`src/rtl/spi_slave_sync.sv`:
```
// spi_slave_sync: mode-0 SPI slave oversampled in the clk domain with a one-entry tx buffer
module spi_slave_sync #(
  parameter int size = 8
) (
  input  logic            clk,
  input  logic            rst,
  input  logic            ss,
  input  logic            sck,
  input  logic            mosi,
  output logic            miso,
  input  logic [size-1:0] tx_data,
  input  logic            tx_valid,
  output logic            tx_ready,
  output logic [size-1:0] rx_data,
  output logic            rx_valid,
  output logic            tx_underrun,
  output logic            busy
);
  localparam int cw = $clog2(size);
  localparam logic [0:0] IDLE = 1'b0;
  localparam logic [0:0] ACTIVE = 1'b1;
  logic ss_m_q, ss_s_q, ss_d_q, sck_m_q, sck_s_q, sck_d_q, mosi_m_q, mosi_s_q;
  logic sck_rise, sck_fall, ss_fall, ss_rise, load, bypass, accept;
  logic [0:0] state_q, state_d;
  logic [cw-1:0] bit_cnt_q, bit_cnt_d;
  logic done_q, done_d, buf_full_q, buf_full_d;
  logic miso_q, miso_d, rx_valid_q, rx_valid_d, tx_underrun_q, tx_underrun_d;
  logic [size-1:0] shift_tx_q, shift_tx_d, shift_rx_q, shift_rx_d;
  logic [size-1:0] buf_q, buf_d, rx_data_q, rx_data_d;
  assign sck_rise = sck_s_q & ~sck_d_q;
  assign sck_fall = ~sck_s_q & sck_d_q;
  assign ss_fall = ss_d_q & ~ss_s_q;
  assign ss_rise = ~ss_d_q & ss_s_q;
  // two-flop synchronizers plus one-cycle history for edge detection
  always_ff @(posedge clk) begin
    if (rst) begin
      {ss_m_q, ss_s_q, ss_d_q} <= '0;
      {sck_m_q, sck_s_q, sck_d_q} <= '0;
      {mosi_m_q, mosi_s_q} <= '0;
    end else begin
      {ss_m_q, ss_s_q, ss_d_q} <= {ss, ss_m_q, ss_s_q};
      {sck_m_q, sck_s_q, sck_d_q} <= {sck, sck_m_q, sck_s_q};
      {mosi_m_q, mosi_s_q} <= {mosi, mosi_m_q};
    end
  end
  // transfer FSM, shift registers, word load and transmit buffer next-state
  always_comb begin
    state_d = state_q;
    bit_cnt_d = bit_cnt_q;
    done_d = done_q;
    shift_tx_d = shift_tx_q;
    shift_rx_d = shift_rx_q;
    rx_data_d = rx_data_q;
    rx_valid_d = 1'b0;
    load = 1'b0;
    if (state_q == IDLE) begin
      if (ss_fall) begin
        load = 1'b1;
        bit_cnt_d = '0;
        done_d = 1'b0;
        state_d = ACTIVE;
      end
    end else if (ss_rise) begin
      state_d = IDLE;
      bit_cnt_d = '0;
      done_d = 1'b0;
    end else begin
      if (sck_rise) begin
        shift_rx_d = {shift_rx_q[size-2:0], mosi_s_q};
        if (bit_cnt_q == cw'(size - 1)) begin
          rx_data_d = shift_rx_d;
          rx_valid_d = 1'b1;
          bit_cnt_d = '0;
          done_d = 1'b1;
        end else begin
          bit_cnt_d = bit_cnt_q + 1'b1;
        end
      end
      if (sck_fall) begin
        if (done_q) begin
          load = 1'b1;
          done_d = 1'b0;
        end else begin
          shift_tx_d = shift_tx_q << 1;
        end
      end
    end
    bypass = load & ~buf_full_q & tx_valid;
    if (load) shift_tx_d = buf_full_q ? buf_q : (tx_valid ? tx_data : '0);
    tx_underrun_d = load & ~buf_full_q & ~tx_valid;
    accept = tx_valid & ~buf_full_q & ~bypass;
    buf_full_d = accept | (buf_full_q & ~load);
    buf_d = accept ? tx_data : buf_q;
    miso_d = shift_tx_q[size-1];
  end
  // state registers
  always_ff @(posedge clk) begin
    if (rst) begin
      state_q <= IDLE;
      bit_cnt_q <= '0;
      done_q <= 1'b0;
      shift_tx_q <= '0;
      shift_rx_q <= '0;
      rx_data_q <= '0;
      rx_valid_q <= 1'b0;
      tx_underrun_q <= 1'b0;
      buf_full_q <= 1'b0;
      buf_q <= '0;
      miso_q <= 1'b0;
    end else begin
      state_q <= state_d;
      bit_cnt_q <= bit_cnt_d;
      done_q <= done_d;
      shift_tx_q <= shift_tx_d;
      shift_rx_q <= shift_rx_d;
      rx_data_q <= rx_data_d;
      rx_valid_q <= rx_valid_d;
      tx_underrun_q <= tx_underrun_d;
      buf_full_q <= buf_full_d;
      buf_q <= buf_d;
      miso_q <= miso_d;
    end
  end
  assign miso = miso_q;
  assign tx_ready = ~buf_full_q;
  assign rx_data = rx_data_q;
  assign rx_valid = rx_valid_q;
  assign tx_underrun = tx_underrun_q;
  assign busy = (state_q == ACTIVE);
endmodule
```
`config.mk`:
```
export PLATFORM = sky130hd
export DESIGN_NAME = spi_slave_sync
export DESIGN_NICKNAME = d
export VERILOG_FILES = /design/src/rtl/spi_slave_sync.sv
export SDC_FILE = /design/constraint.sdc
export NUM_CORES = 1
export LEC_CHECK = 0
export BUFFER_PORTS_ARGS = -buffer_cell sky130_fd_sc_hd__buf_4
export CORE_UTILIZATION = 50
export CTS_CLUSTER_SIZE = 8
export DETAILED_ROUTE_END_ITERATION = 10
export GPL_ROUTABILITY_DRIVEN = 0
export PLACE_DENSITY = 0.77
export SLEW_MARGIN = 20
export SYNTH_ARGS = -nofsm -noshare
export SYNTH_HDL_FRONTEND = slang
export SYNTH_SLANG_ARGS = --single-unit
```
`constraint.sdc`:
```
create_clock -name clk -period 1.5 [get_ports clk]
set_input_delay 0.225 -clock clk [delete_from_list [all_inputs] [get_ports clk]]
set_output_delay 0.225 -clock clk [all_outputs]
set_load 0.01 [all_outputs]
```
==> results of run 1 <==
worst reg2reg max path, delay by kind of cell (launching register included):
family	cells	cell delay (ns)
flops	1	0.34
compound gates	1	0.37
buf+inv	1	0.16
mux	1	0.11
simple gates	2	0.34
logic make-up after synthesis:
group | after synthesis
compound gates | 48
fa+ha+maj | 2
buf+inv | 19
flops | 48
mux | 8
simple gates | 107
per-stage QoR:
step	hold slack (ns)	setup slack (ns)	total power, mW	cell area (um2)	cells
floorplan	0.353	0.00333	1.49	2010	232
global placement	0.422	0.0666	1.55	2280	299
detailed placement	0.428	0.0342	1.56	2280	299
CTS	0.123	0.0178	2.46	2380	307
global route	0.131	-0.0161	2.53	2400	308
finish	0.127	0.0857	2.45	2400	308
layout make-up:
| cell class | count | area, um2 | area share |
|---|---|---|---|
| Multi-Input combinational cell | 165 | 970 | 0.404 |
| Sequential cell | 48 | 966 | 0.402 |
| Timing Repair Buffer | 37 | 290 | 0.121 |
| Clock buffer | 6 | 72.6 | 0.0302 |
| Tap cell | 48 | 60.1 | 0.0250 |
| Clock inverter | 2 | 35.0 | 0.0146 |
| Inverter | 2 | 7.51 | 0.00313 |
state kept, by name (all words and copies together), names as in the netlist, 3 cells and up:
signal	flops
buf_q	8
rx_data	8
shift_tx_q	8
shift_rx_q	7
bit_cnt_q	3
power groups by stage:
stage / Sequential, mW / Combinational [mW] / Clock [mW]
floorplan: 1.35 / 0.131 / 0
global placement: 1.36 / 0.190 / 0
detailed placement: 1.36 / 0.194 / 0
CTS: 1.33 / 0.195 / 0.931
global route: 1.34 / 0.217 / 0.977
finish: 1.33 / 0.197 / 0.915
final timing paths:
| check | start | endpoint | slack, ns |
|---|---|---|---|
| worst max-delay path | sck_s_q | buf_q[6] | 0.09 |
| worst min-delay path | sck | sck_m_q | 0.13 |
| worst max register to register | sck_s_q | buf_q[6] | 0.09 |
| worst min register to register | mosi_m_q | mosi_s_q | 0.44 |
per-layer routing:
layer,up-vias,track usage
met1,769,0.278
li1,854,-
met3,7,0.0451
met2,24,0.327
met5,-,0
met4,0,0.103
cells in the mapped netlist (5+ instances only):
cell       n
dfxtp_1   48
nand2_1   36
a21oi_1   25
nand2b_1  17
nand3_1   11
nor2b_1   11
clkbuf_1   9
mux2i_1    8
nor2_1     8
buf_2      6
nor3_1     6
o21ai_0    6
o22ai_1    5
o32ai_1    5
repair_timing:
| item | CTS | global route |
|---|---|---|
| endpoints found under the setup margin | 0 | 31 |
| hold endpoints to repair | 0 | 0 |
| setup buffers | 0 | 1 |
| gates resized for setup | 0 | 7 |
==> results.py, run 1 <==
metrics = {
    "timing": {
        "timing.final.crit_period_ns": 1.41,
        "rsz0062_at_grt": "yes",
        "setup_viol": 0,
        "period_share": 0.943,
        "worstMarginPinSlew_ns": 0.324,
        "slew_viol_final": 0,
        "fmax_ghz": 0.707,
        "max-slew-margin-rel": 0.784,
        "finClkSkew_ns": 0.00655,
        "tns_ns": 0,
        "finalHoldViolCount": 0,
    },
    "route": {
        "vias_per_cell": 5.37,
        "drt_first_pass_iters": 4,
        "drc": 0,
        "drt-total-wl_mm": 4.08,
        "wl_met3_um": 121,
        "dr_wl_met2_mm": 1.83,
        "top_layer": "met4",
        "drtAntennaViolNets": 0,
        "first_iter_violations": 96,
        "met1_length_mm": 2.06,
        "via_count": 1654,
        "drt-wirelength-per-cell_um": 13.3,
    },
    "floorplanning": {
        "initial_core_util": 0.534,
        "fp.dieArea_um2": 4280,
        "placementRows": 22,
        "die_y_um": 65.5,
        "io_pins": 27,
        "core_um2": 3770,
        "die_x_um": 65.5,
    },
    "global_routing": {
        "grt_pass1_vias": 1508,
        "grt_max_degree": 34,
        "overflow": 0,
        "grt_use_total": 0.212,
        "antenna_found_initial": 0,
        "grt_pass1_wl_mm": 6.87,
    },
    "yosys": {
        "syn_inst": 232,
        "yosys_warnings": 0,
        "synth.top_cells.by_area": "dfxtp_1 (48%), nand2_1 (6.7%), a21oi_1 (6.2%), nand2b_1 (5.3%), mux2i_1 (4.0%)",
        "synth_cell_types": 33,
        "synth_top_area_frac": 0.477,
        "ys_ff_latch": 48,
        "synth_top_family_by_area": "simple AND/OR/NAND/NOR gates",
        "synthMuxAreaShare": 0.0398,
        "synth_compound_area_frac": 0.150,
        "synth_area_leader_cell": "dfxtp_1",
        "async_reset_ff_frac": 0,
        "synth-xor-area-share": 0,
        "syn_area_um2": 2010,
        "synth_edf_count": 0,
        "synthAdderAreaFrac": 0.0124,
        "synth_simple_gate_area_frac": 0.277,
        "synth_flop_cell": "dfxtp_1",
        "avgSynthCellArea_um2": 8.68,
        "ys_seq_area_frac": 0.477,
        "synth_fp_nets": 248,
    },
    "place": {
        "io_buffers": 26,
        "dpl.hpwl_mm": 2.74,
    },
    "job": {
        "maxCapViolations": 0,
    },
    "layout": {
        "final_core_util": 0.637,
        "drive_gt1_frac": 0.212,
        "mostFrequentLayoutCells": "dfxtp_1 (44), nand2_1 (36), buf_4 (36)",
        "fill_cells": 320,
        "fin_nets": 275,
        "final_common_cell": "dfxtp_1",
        "synthToLayoutAreaGrowth_pct": 19.3,
        "diodes": 0,
    },
    "worst_setup_path": {
        "worst-path-stages": 5,
        "critPathKind": "reg2reg",
        "critPathBufInv": 1,
        "critPathCaptureType": "flip-flop",
        "r2r_cells": 5,
        "start_kind": "flip-flop",
        "crit_chain": "nand3b_1 > o31ai_4 > nor3b_2 > buf_12 > mux2i_1",
        "path_delay_family": "compound AO/OA/AOI/OAI gates",
        "slowest_delay_ns": 0.37,
        "cp_data_arrival_time_ns": 1.61,
        "slowest_stage": "o31ai_4",
        "worstPathMaxFanout": 8,
        "worst_ep_required_time_ns": 1.70,
    },
    "power": {
        "total_leakage_power_nw": 0.954,
        "p_seq_frac": 0.545,
        "p_per_area_nw_per_um2": 1020,
        "clkPwrFrac": 0.374,
        "p_comb_frac": 0.081,
        "power.internal_mw": 1.90,
        "power_switching_share": 0.222,
        "peakVddDrop_mv": 0.543,
        "switching_power_mw": 0.544,
    },
    "clocking": {
        "htreeDepth": 2,
        "clock_latency_ns": 0.30,
        "cts_hold_buffers": 0,
        "cts.sinks": 48,
        "cts.clk_slew.worst_paths_ns": 0.08,
        "cts_buffers": 5,
        "max-clock-path-buffers": 2,
        "cts_tree": "yes",
        "cts_root_buf": "clkbuf_8",
    },
    "min_path": {
        "whs_path_depth": 2,
        "min_path_type": "in2reg",
    },
    "status": {
        "outcome": "finished clean",
    },
}
(Power assumes the default switching activity.)
==> run 2: changes to the inputs <==
--- a/config.mk
+++ b/config.mk
@@ -6,10 +6,12 @@
 export NUM_CORES = 1
 export LEC_CHECK = 0
 export BUFFER_PORTS_ARGS = -buffer_cell sky130_fd_sc_hd__buf_4
+export CORE_ASPECT_RATIO = 2
 export CORE_UTILIZATION = 50
 export CTS_CLUSTER_SIZE = 8
 export DETAILED_ROUTE_END_ITERATION = 10
 export GPL_ROUTABILITY_DRIVEN = 0
+export GPL_TIMING_DRIVEN = 0
 export PLACE_DENSITY = 0.77
 export SLEW_MARGIN = 20
 export SYNTH_ARGS = -nofsm -noshare
==> run 2 against run 1 <==
  * Cell count up 2.9%
  * Highest routed layer unchanged
  * Hold slack gained 0.012 ns
  * Largest power group unchanged
  * Setup slack got worse by 0.026 ns
==> results.py, run 2 (synthesis gave the netlist of run 1 again) <==
metrics = {
    "status": {
        "outcome": "finished clean",
    },
    "global_routing": {
        "grt_use_total": 0.218,
        "grt_pass1_vias": 1661,
        "grt_pass1_wl_mm": 6.98,
        "antenna_found_initial": 0,
        "overflow": 0,
        "grt_max_degree": 14,
    },
    "layout": {
        "diodes": 0,
        "drive_gt1_frac": 0.211,
        "multi_input_area_um2": 991,
        "mostFrequentLayoutCells": "dfxtp_1 (44), nand2_1 (36), buf_4 (29)",
        "synthToLayoutAreaGrowth_pct": 20.4,
        "fin_nets": 281,
        "final_common_cell": "dfxtp_1",
        "design_area_um2": 2420,
        "final_core_util": 0.631,
        "instances_no_fill": 317,
        "fill_cells": 353,
        "ff_latch_area_um2": 968,
    },
    "route": {
        "drc": 0,
        "first_iter_violations": 31,
        "vias_per_cell": 5.38,
        "drtAntennaViolNets": 0,
        "drt-wirelength-per-cell_um": 13.0,
        "drt-total-wl_mm": 4.13,
        "drt_first_pass_iters": 4,
        "via_count": 1707,
    },
    "floorplanning": {
        "core_um2": 3840,
        "placementRows": 32,
        "die_x_um": 46.9,
        "initial_core_util": 0.524,
        "die_y_um": 91.7,
        "io_pins": 27,
        "fp.dieArea_um2": 4300,
    },
    "worst_setup_path": {
        "worst_ep_required_time_ns": 1.69,
        "critPathKind": "reg2reg",
        "r2r_cells": 6,
        "path_delay_family": "simple AND/OR/NAND/NOR gates",
        "slowest_delay_ns": 0.38,
        "r2r_start": "ss_s_q",
        "regToRegSetupSlack_ns": 0.06,
        "critPathCaptureType": "flip-flop",
        "worstPathMaxFanout": 8,
        "critPathBufInv": 2,
        "rr_endpoint": "buf_q[4]",
        "crit_chain": "or3b_1 > buf_4 > o31ai_4 > nor3b_2 > buf_6 > mux2i_1",
        "start_kind": "flip-flop",
        "slowest_stage": "dfxtp_4",
        "cp_data_arrival_time_ns": 1.63,
    },
    "timing": {
        "tns_ns": 0,
        "timing.final.crit_period_ns": 1.44,
        "postLayoutSetupSlackWorst_ns": 0.0595,
        "fmax_ghz": 0.694,
        "hold_slack_ns": 0.139,
        "finalHoldViolCount": 0,
        "period_share": 0.960,
        "worstMarginPinSlew_ns": 0.469,
        "setup_viol": 0,
        "max-slew-margin-rel": 0.688,
        "slew_viol_final": 0,
        "finClkSkew_ns": 0.00350,
    },
    "power": {
        "total_power_mw": 2.32,
        "peakVddDrop_mv": 0.718,
        "total_leakage_power_nw": 0.950,
        "p_per_area_nw_per_um2": 956,
    },
    "min_path": {
        "min_path_type": "in2reg",
        "hold_end": "ss_m_q",
        "whs_path_depth": 2,
        "min-delay-start": "ss",
    },
    "place": {
        "io_buffers": 25,
        "placed_cell_area_um2": 2260,
        "preCtsSetupSlack_ns": -0.419,
        "dpl.hpwl_mm": 2.99,
        "post-place-cells": 308,
    },
    "clocking": {
        "htreeDepth": 2,
        "cts_tree": "yes",
        "cts.clk_slew.worst_paths_ns": 0.08,
        "clock_latency_ns": 0.30,
        "cts.sinks": 48,
        "cts_hold_buffers": 0,
        "max-clock-path-buffers": 2,
        "cts_buffers": 5,
        "cts_root_buf": "clkbuf_8",
    },
    "job": {
        "maxCapViolations": 0,
    },
}
run 2: cell types whose count changed in the layout (fill, tap and decap cells not counted), moves of 2 or more:
cell      delta
buf_4        -7
buf_6        +4
clkbuf_1     +8
clkbuf_2     +2
run 2: power breakdown:
| part | switching (mW) | total [mW] | internal, mW |
|---|---|---|---|
| Clock | 0.411 | 0.788 | 0.377 |
| Sequential | 0.0207 | 1.33 | 1.31 |
| Combinational | 0.103 | 0.201 | 0.0978 |
run 2: what timing repair did:
| item | CTS | global route |
|---|---|---|
| setup endpoints to repair | 25 | 33 |
| pin swaps | 2 | 3 |
| resized for setup | 5 | 19 |
| buffers inserted | 2 | 0 |
run 2: cell type report:
type | instances | area share
Buffer | 16 | 0.0418
Clock buffer | 8 | 0.0372
Tap cell | 51 | 0.0263
Multi-Input combinational cell | 165 | 0.409
Timing Repair Buffer | 27 | 0.0836
Inverter | 2 | 0.00310
Sequential cell | 48 | 0.399
run 2: worst max path at each step:
stage / from / endpoint / slack (ns) / depth (start not counted)
4_1_cts: bit_cnt_q[0] / rx_data[7] / 0.01 / 6
3_3_place_gp: bit_cnt_q[0] / rx_data[7] / -0.40 / 6
5_1_grt: bit_cnt_q[0] / rx_data[7] / -0.01 / 6
6_report: ss_s_q / buf_q[4] / 0.06 / 6
2_1_floorplan: bit_cnt_q[0] / rx_data[0] / 0.003 / 6
3_5_place_dp: bit_cnt_q[0] / rx_data[7] / -0.42 / 6
run 2: metal layers:
layer,track usage,up-vias,share of wire,routed length (um)
met3,0.0413,6,0.023,93
met1,0.218,803,0.39,1590
met2,0.400,29,0.57,2360
met4,0.0929,0,0.021,85
li1,-,869,-,-
met5,0,-,0,0
